==> config.mk <==
export PLATFORM = sky130hd
export DESIGN_NAME = ib32bit_npc
export DESIGN_NICKNAME = d
export VERILOG_FILES = /design/src/rtl/ib32bit_npc.sv
export SDC_FILE = /design/constraint.sdc
export NUM_CORES = 1
export LEC_CHECK = 0
export BUFFER_PORTS_ARGS = -buffer_cell sky130_fd_sc_hd__buf_4
export CORE_UTILIZATION = 45
export CTS_CLUSTER_SIZE = 30
export DETAILED_ROUTE_END_ITERATION = 10
export PLACE_DENSITY = 0.75
export SLEW_MARGIN = 15
export SYNTH_ARGS = -nofsm -noshare
export SYNTH_HDL_FRONTEND = slang
export SYNTH_SLANG_ARGS = --single-unit
export TNS_END_PERCENT = 1
==> constraint.sdc <==
create_clock -name clk -period 3.4 [get_ports clk]
set_input_delay 0.51 -clock clk [delete_from_list [all_inputs] [get_ports clk]]
set_output_delay 0.51 -clock clk [all_outputs]
set_load 0.02 [all_outputs]
==> src/rtl/ib32bit_npc.sv <==
// Next-PC generator for a 32-bit instruction buffer: boot, sequential fetch,
// branch/jump redirects with a one-cycle flush, halt, and a saturating redirect counter.
module ib32bit_npc #(
  parameter int unsigned AWIDTH  = 6,
  parameter int unsigned RST_VEC = 5,
  parameter int unsigned CWIDTH  = 8
) (
  input  logic              clk,
  input  logic              rst,
  input  logic              stall,
  input  logic              br_taken,
  input  logic [AWIDTH-1:0] br_target,
  input  logic              jmp,
  input  logic [AWIDTH-1:0] jmp_target,
  input  logic              halt,
  output logic [AWIDTH-1:0] addr_next,
  output logic              fetch_valid,
  output logic              flush,
  output logic [CWIDTH-1:0] redir_cnt
);

  typedef enum logic [1:0] {
    S_BOOT  = 2'd0,
    S_RUN   = 2'd1,
    S_FLUSH = 2'd2,
    S_HALT  = 2'd3
  } state_t;

  localparam logic [AWIDTH-1:0] BOOT_ADDR = AWIDTH'(RST_VEC);
  localparam logic [AWIDTH-1:0] ADDR_ONE  = {{(AWIDTH-1){1'b0}}, 1'b1};
  localparam logic [CWIDTH-1:0] CNT_ONE   = {{(CWIDTH-1){1'b0}}, 1'b1};
  localparam logic [CWIDTH-1:0] CNT_ZERO  = {CWIDTH{1'b0}};
  localparam logic [CWIDTH-1:0] CNT_MAX   = {CWIDTH{1'b1}};

  state_t            state_q, state_d;
  logic [AWIDTH-1:0] addr_q, addr_d;
  logic              fetch_valid_q, fetch_valid_d;
  logic              flush_q, flush_d;
  logic [CWIDTH-1:0] cnt_q, cnt_d;

  // Redirect counter sticks at all-ones instead of wrapping.
  function automatic logic [CWIDTH-1:0] sat_inc(input logic [CWIDTH-1:0] cnt);
    if (cnt == CNT_MAX) begin
      sat_inc = cnt;
    end else begin
      sat_inc = cnt + CNT_ONE;
    end
  endfunction

  // State register and registered outputs.
  always_ff @(posedge clk) begin
    if (rst) begin
      state_q       <= S_BOOT;
      addr_q        <= BOOT_ADDR;
      fetch_valid_q <= 1'b0;
      flush_q       <= 1'b0;
      cnt_q         <= CNT_ZERO;
    end else begin
      state_q       <= state_d;
      addr_q        <= addr_d;
      fetch_valid_q <= fetch_valid_d;
      flush_q       <= flush_d;
      cnt_q         <= cnt_d;
    end
  end

  // Next-state and next-output decode. Outputs are the result of the
  // decision taken in the current state, so they trail the state by a cycle:
  // the first RUN cycle after BOOT still shows the boot address as not valid.
  always_comb begin
    state_d       = state_q;
    addr_d        = addr_q;
    fetch_valid_d = 1'b0;
    flush_d       = 1'b0;
    cnt_d         = cnt_q;
    case (state_q)
      S_BOOT: begin
        state_d = S_RUN;
        addr_d  = BOOT_ADDR;
      end
      S_RUN: begin
        if (halt) begin
          state_d = S_HALT;
        end else if (jmp) begin
          state_d = S_FLUSH;
          addr_d  = jmp_target;
          flush_d = 1'b1;
          cnt_d   = sat_inc(cnt_q);
        end else if (br_taken) begin
          state_d = S_FLUSH;
          addr_d  = br_target;
          flush_d = 1'b1;
          cnt_d   = sat_inc(cnt_q);
        end else if (stall) begin
          fetch_valid_d = 1'b1;
        end else begin
          addr_d        = addr_q + ADDR_ONE;
          fetch_valid_d = 1'b1;
        end
      end
      S_FLUSH: begin
        // Redirects and stall are dropped here; only halt is honoured.
        if (halt) begin
          state_d = S_HALT;
        end else begin
          state_d       = S_RUN;
          fetch_valid_d = 1'b1;
        end
      end
      S_HALT: begin
        state_d = S_HALT;
      end
      default: begin
        state_d = S_BOOT;
        addr_d  = BOOT_ADDR;
        cnt_d   = CNT_ZERO;
      end
    endcase
  end

  assign addr_next   = addr_q;
  assign fetch_valid = fetch_valid_q;
  assign flush       = flush_q;
  assign redir_cnt   = cnt_q;

endmodule

==> results.cfg, run 1 <==
[clock_tree]
root_buffer = sky130_fd_sc_hd__clkbuf_4
cts.repair_timing.setup_buffer_count = 0
numCtsBuffers = 3
ctsResizeCount = 0
cts_num_sinks = 18
clkTransAtPathRegs_ns = 0.10
tritoncts = yes
max-clock-path-buffers = 2
cts_htree_levels = 1
cts_hold_buffers = 0
insertion_delay_ns = 0.29

[pwr]
internal_power_uw = 341
p_sw_share_pct = 32.7
clock_power_share_pct = 20.5
vdd.ir_drop.worst_uv = 272
switching_power_uw = 166
power_frac_seq_pct = 47.5
p_leak_uw = 0.000605
total_power_uw = 506
powerDensity_mw_per_mm2 = 357
combinationalPowerShare_pct = 32.0

[flow_run]
drv_cap = 0

[setup_path]
timing.critical_path.arrival_ns = 2.09
crit_path_cells = inv_1, ha_1, and2b_1, nand2_1, a21oi_1, mux2_2
cp-end-kind = flip-flop
path_class = flip-flop to flip-flop
cpMaxStageDelayCell = sky130_fd_sc_hd__mux2_2
worst_setup_path_start_kind = flip-flop
maximum_fanout_count_along_the_critical_path = 8
required_ns = 3.59
worst_path_largest_cell_delay_ns = 0.36

[drt]
drt-wirelength-per-cell_um = 13.1
ant_nets = 0
finalWirelength_mm = 2.48
drt_pre_antenna_iters = 4
routed-via-count = 1072
drt_first_iter_violations = 11
drc = 0
detail_route.vias_per_cell = 5.67

[grt]
vias_in_the_first_global_route = 963
grt_first_pass_wirelength_mm = 4.11
grt.total_usage_pct = 20.1
grt_start_max_net_pins = 18
grt_overflow = 0
antenna_found_initial = 0

[floorplanning]
start_util_pct = 49.6
rows = 17
count_of_pins_on_the_block_boundary = 34
core-area_mm2 = 0.00232
dieHeight_um = 52.6
floorplan.die.width_um = 52.6
design.die.area_mm2 = 0.00276

[yosys]
synth_enable_flop_cells = 0
ys.flop_type = sky130_fd_sc_hd__dfxtp_1
synth.net_count = 156
synth.yosys.seq_area_share_pct = 31.3
total_of_warnings_raised_by_yosys = 0
syn_area_mm2 = 0.00115
post_synth_inst_count = 132
asyncSetResetFlopFracSynth_pct = 0
post_synth_cell_types = 46
synth-seq-cells = 18
synth.avg_cell_area_um2 = 8.72

[hold_path]
hold_path_class = input pin to flip-flop

[final_layout]
layout.core_utilization_pct = 61.2
post_route_cell_area_mm2 = 0.00142
post_route_cells_drive_above_1_share_pct = 27.3
area_delta_synth_final_pct = 23.3
num-nets-final = 187
fillerInstances = 206
antenna_cells = 0

[placement]
dp_slack_ns = 1.52
dp_hpwl_mm = 1.93
gp_congestion = 0.821
cell_area_placed_mm2 = 0.00140
placement.io_buffers = 33

[timing]
rsz0062_at_grt = no
worst_clock_skew_ns = 0.00639
max_clock_freq_mhz = 527
hold_viol = 0
final.setup.tns_ns = 0
report.final.setup_viol = 0
min_period_ns = 1.90
slew_viol_final = 0
timing_worst_slew_pin_value_ns = 0.594
setup_slack_ns = 1.50
timing.slew.headroom_pct = 60.3
layout_worst_path_cycle_share_pct = 55.8

[status]
outcome = complete, no violations
[path summary, 6_finish.rpt]
path	end	slack, ns	cells past startpoint	start
max reg2reg	redir_cnt[0]	1.50	6	state_q[1]
min	fetch_valid	0.40	2	halt
max	redir_cnt[0]	1.50	6	state_q[1]
min reg2reg	state_q[1]	0.51	2	state_q[1]
[kinds of logic after synthesis]
kind of cell | count (synthesis) | share of synthesized area (%)
simple gates | 50 | 23.8
xor+xnor | 1 | 0.761
buf+inv | 12 | 4.89
flops | 18 | 31.3
fa+ha+maj | 6 | 6.52
mux | 6 | 5.33
compound gates | 39 | 27.4
[placed cells by master, fill, tap and decap left out, types with 2 or more instances in the layout]
master | netlist | routed
sky130_fd_sc_hd__nor3_1 | 3 | 3
sky130_fd_sc_hd__nand3_1 | 4 | 4
sky130_fd_sc_hd__nor2b_1 | 2 | 2
sky130_fd_sc_hd__o31ai_1 | 3 | 3
sky130_fd_sc_hd__ha_1 | 6 | 6
sky130_fd_sc_hd__a211oi_1 | 3 | 3
sky130_fd_sc_hd__a21o_1 | 3 | 3
sky130_fd_sc_hd__nor2_1 | 9 | 9
sky130_fd_sc_hd__dfxtp_1 | 18 | 18
sky130_fd_sc_hd__and3_4 | 2 | 2
sky130_fd_sc_hd__and2b_1 | 2 | 2
sky130_fd_sc_hd__inv_1 | 5 | 5
sky130_fd_sc_hd__a41o_1 | 2 | 2
sky130_fd_sc_hd__or4_1 | 2 | 2
sky130_fd_sc_hd__o21ai_0 | 5 | 5
sky130_fd_sc_hd__clkbuf_4 | 0 | 3
sky130_fd_sc_hd__buf_4 | 0 | 33
sky130_fd_sc_hd__a21oi_1 | 9 | 9
sky130_fd_sc_hd__nand2b_1 | 4 | 4
sky130_fd_sc_hd__nand2_1 | 13 | 13
sky130_fd_sc_hd__mux2i_1 | 5 | 5
sky130_fd_sc_hd__o21a_1 | 3 | 3
[stage by stage]
step	std cells	hold WS, ns
finish	189	0.405
CTS	189	0.403
detailed placement	186	0.495
global route	189	0.397
global placement	186	0.482
floorplan	132	0.465
[per-layer routing]
layer  up-vias  GRT usage, %  part of all wire [%]
li1        542             -                     -
met1       511          25.6                    49
met2        17          33.3                    47
met3         2          5.22                   3.3
met4         0          5.26                  0.69
met5         -             0                     0
[synthesized netlist by cell type (2+ instances only)]
library cell,count,area share [%]
sky130_fd_sc_hd__a211oi_1,3,2.0
sky130_fd_sc_hd__a41o_1,2,1.7
sky130_fd_sc_hd__dfxtp_1,18,31
sky130_fd_sc_hd__o21ai_0,5,2.2
sky130_fd_sc_hd__buf_2,2,0.87
sky130_fd_sc_hd__and2b_1,2,1.3
sky130_fd_sc_hd__a21oi_1,9,3.9
sky130_fd_sc_hd__nor2b_1,2,1.1
sky130_fd_sc_hd__and3_4,2,2.0
sky130_fd_sc_hd__o21a_1,3,2.0
sky130_fd_sc_hd__nor2_1,9,2.9
sky130_fd_sc_hd__a21o_1,3,2.0
sky130_fd_sc_hd__nand2b_1,4,2.2
sky130_fd_sc_hd__inv_1,5,1.6
sky130_fd_sc_hd__o31ai_1,3,2.0
sky130_fd_sc_hd__nand3_1,4,1.7
sky130_fd_sc_hd__or4_1,2,1.3
sky130_fd_sc_hd__mux2i_1,5,4.3
sky130_fd_sc_hd__nor3_1,3,1.3
sky130_fd_sc_hd__ha_1,6,6.5
sky130_fd_sc_hd__clkbuf_1,3,0.98
sky130_fd_sc_hd__nand2_1,13,4.2
[power by group through the flow]
| stage | Clock [uW] | Sequential [uW] | Combinational [uW] |
|---|---|---|---|
| after global placement | 0 | 244 | 157 |
| final | 104 | 241 | 162 |
| after CTS | 108 | 240 | 163 |
| after floorplan | 0 | 251 | 110 |
| after detailed placement | 0 | 245 | 162 |
| after global routing | 117 | 242 | 184 |
[layout make-up]
| class | count | area, um^2 | area share [%] |
|---|---|---|---|
| clock buffers | 3 | 22.5 | 1.59 |
| inverters | 5 | 18.8 | 1.32 |
| multi-input cells | 102 | 734 | 51.8 |
| flip-flops and latches | 18 | 360 | 25.4 |
| well taps | 28 | 35.0 | 2.47 |
| repair buffers | 33 | 248 | 17.5 |
[critical path, delay by kind of cell (launching register included)]
kind                       cells  cell delay (ns)
buffers and inverters          1             0.11
DFF                            1             0.35
muxes                          1             0.36
adders and majority gates      1             0.25
AOI/OAI and AO/OA              1             0.25
and+or+nand+nor                2             0.47
[state kept, by name, indices dropped and copies added (netlist names)]
name	flops
state_q	2
redir_cnt	8
addr_next	6
fetch_valid	1
flush	1
(Power assumes the default switching activity.)
==> run 2, diff against run 1 <==
--- a/config.mk
+++ b/config.mk
@@ -9,7 +9,7 @@
 export CORE_UTILIZATION = 45
 export CTS_CLUSTER_SIZE = 30
 export DETAILED_ROUTE_END_ITERATION = 10
-export PLACE_DENSITY = 0.75
+export PLACE_DENSITY = 0.78
 export SLEW_MARGIN = 15
 export SYNTH_ARGS = -nofsm -noshare
 export SYNTH_HDL_FRONTEND = slang
==> constraint.sdc (replaced) <==
create_clock -name clk -period 1.5 [get_ports clk]
set_input_delay 0.225 -clock clk [delete_from_list [all_inputs] [get_ports clk]]
set_output_delay 0.225 -clock clk [all_outputs]
set_load 0.02 [all_outputs]
==> results.cfg, run 2 (synthesized netlist as in run 1, its figures left out) <==
[timing]
min_period_ns = 1.52
setup_slack_ns = -0.0240
max_clock_freq_mhz = 656
worst_clock_skew_ns = 0.00270
hold_viol = 0
timing_worst_slew_pin_value_ns = 0.353
report.final.setup_viol = 3
timing.slew.headroom_pct = 76.1
finalHoldWorstSlack_ns = 0.141
slew_viol_final = 0
rsz0062_at_grt = yes
layout_worst_path_cycle_share_pct = 102

[grt]
vias_in_the_first_global_route = 1240
grt.total_usage_pct = 27.6
grt_start_max_net_pins = 18
grt_overflow = 0
antenna_found_initial = 0
grt_first_pass_wirelength_mm = 5.61

[setup_path]
cpMaxStageDelayCell = sky130_fd_sc_hd__or4_4
crit_path_cells = inv_2, buf_6, ha_4, or4_4, a21oi_2, nor3_2
maximum_fanout_count_along_the_critical_path = 3
crit-reg2reg-capture = state_q[0]
worst_path_largest_cell_delay_ns = 0.53
crit_path_launch = state_q[1]
required_ns = 1.69
cpLargestDelayFamily = simple AND/OR/NAND/NOR gates
timing.critical_path.arrival_ns = 1.72
critPathBufInv = 2
path_class = flip-flop to flip-flop
cp-end-kind = flip-flop
ff2ff_setup_slack_ns = -0.02
reg2regPathDepth = 6
worst_setup_path_start_kind = flip-flop
worst_r2r_startpoint = state_q[1]

[placement]
dp_hpwl_mm = 2.37
placement.io_buffers = 33
dp_slack_ns = -0.0591
gp_congestion = 0.842

[drt]
drc = 0
detail_route.vias_per_cell = 5.51
drt-wirelength-per-cell_um = 15.6
drt_first_iter_violations = 25
routed-via-count = 1179
finalWirelength_mm = 3.33
ant_nets = 0
drt_pre_antenna_iters = 4

[hold_path]
timing.hold.worst_endpoint = fetch_valid
hold_path_class = input pin to flip-flop
whs_path_depth = 2
hold_path_startpoint = halt

[pwr]
vdd.ir_drop.worst_uv = 847
p_leak_uw = 0.000745
powerDensity_mw_per_mm2 = 829

[status]
outcome = finished with violations
violations = setup timing

[clock_tree]
cts_htree_levels = 1
tritoncts = yes
root_buffer = sky130_fd_sc_hd__clkbuf_4
cts_num_sinks = 18
clkTransAtPathRegs_ns = 0.11
max-clock-path-buffers = 2
numCtsBuffers = 3
insertion_delay_ns = 0.30

[final_layout]
number_of_flip_flops_under_the_largest_register_name = 8
num-nets-final = 211
layout.cells.most_common_list = sky130_fd_sc_hd__buf_4 (55), sky130_fd_sc_hd__dfxtp_1 (16), sky130_fd_sc_hd__nand2_1 (13)
area_delta_synth_final_pct = 49.2
fillerInstances = 166
multi_input_area_um2 = 827
antenna_cells = 0
layout_commonest_cell = sky130_fd_sc_hd__buf_4
post_route_cells_drive_above_1_share_pct = 48.4
ff_latch_area_um2 = 365

[floorplanning]
dieHeight_um = 52.6
design.die.area_mm2 = 0.00276
core-area_mm2 = 0.00232
start_util_pct = 49.6
rows = 17
floorplan.die.width_um = 52.6
count_of_pins_on_the_block_boundary = 34

[flow_run]
drv_cap = 0
-- run 2: cell count changes in the layout (fill, tap and decap cells not counted), moves of 3 or more --
| cell | change |
|---|---|
| sky130_fd_sc_hd__a21oi_1 | -3 |
| sky130_fd_sc_hd__ha_1 | -4 |
| sky130_fd_sc_hd__buf_4 | +22 |
| sky130_fd_sc_hd__a21oi_2 | +3 |
-- run 2: layer usage --
| layer | track usage, % | wire length (um) |
|---|---|---|
| met5 | 0 | 0 |
| met4 | 8.33 | 39 |
| met3 | 6.67 | 113 |
| met2 | 49.4 | 1740 |
| met1 | 32.0 | 1440 |
-- run 2: what timing repair did --
item                                    CTS  global route
gates cloned                              0             0
gates resized for setup                  18             8
endpoints found under the setup margin   11            11
pin swaps                                 7             5
buffers inserted                          2             0
hold buffers                              0             0
-- run 2: where the power goes --
part	internal, uW	leakage (uW)	switching, uW	total, uW
registers	514	0.000147	35.4	549
logic	292	0.000577	266	558
clock network	148	0.0000210	168	316
-- run 2: through the flow --
stage	power (uW)	setup TNS, ns	area (um^2)	instances	util [%]
3_3_place_gp	987	0	1570	208	67.6
4_1_cts	1390	-0.128	1690	214	72.7
5_1_grt	1490	-0.536	1720	214	74.1
6_report	1420	-0.0392	1720	214	74.1
2_1_floorplan	822	-0.140	1160	132	-
3_5_place_dp	1010	-0.370	1570	208	67.6
-- run 2: final cells by class --
| type | count | share of cell area, % |
|---|---|---|
| Sequential cell | 18 | 21.3 |
| Inverter | 5 | 1.09 |
| Multi-Input combinational cell | 102 | 48.1 |
| Tap cell | 28 | 2.04 |
| Clock buffer | 4 | 2.11 |
| Timing Repair Buffer | 57 | 25.3 |
-- run 2: worst max path at each step --
stage / end / slack [ns] / cells after the start
after floorplan: redir_cnt[4] / -0.06 / 6
after global placement: redir_cnt[4] / 0.01 / 5
after detailed placement: addr_next[4] / -0.06 / 5
after CTS: addr_next[5] / -0.04 / 7
after global routing: redir_cnt[4] / -0.08 / 6
final: state_q[0] / -0.02 / 6
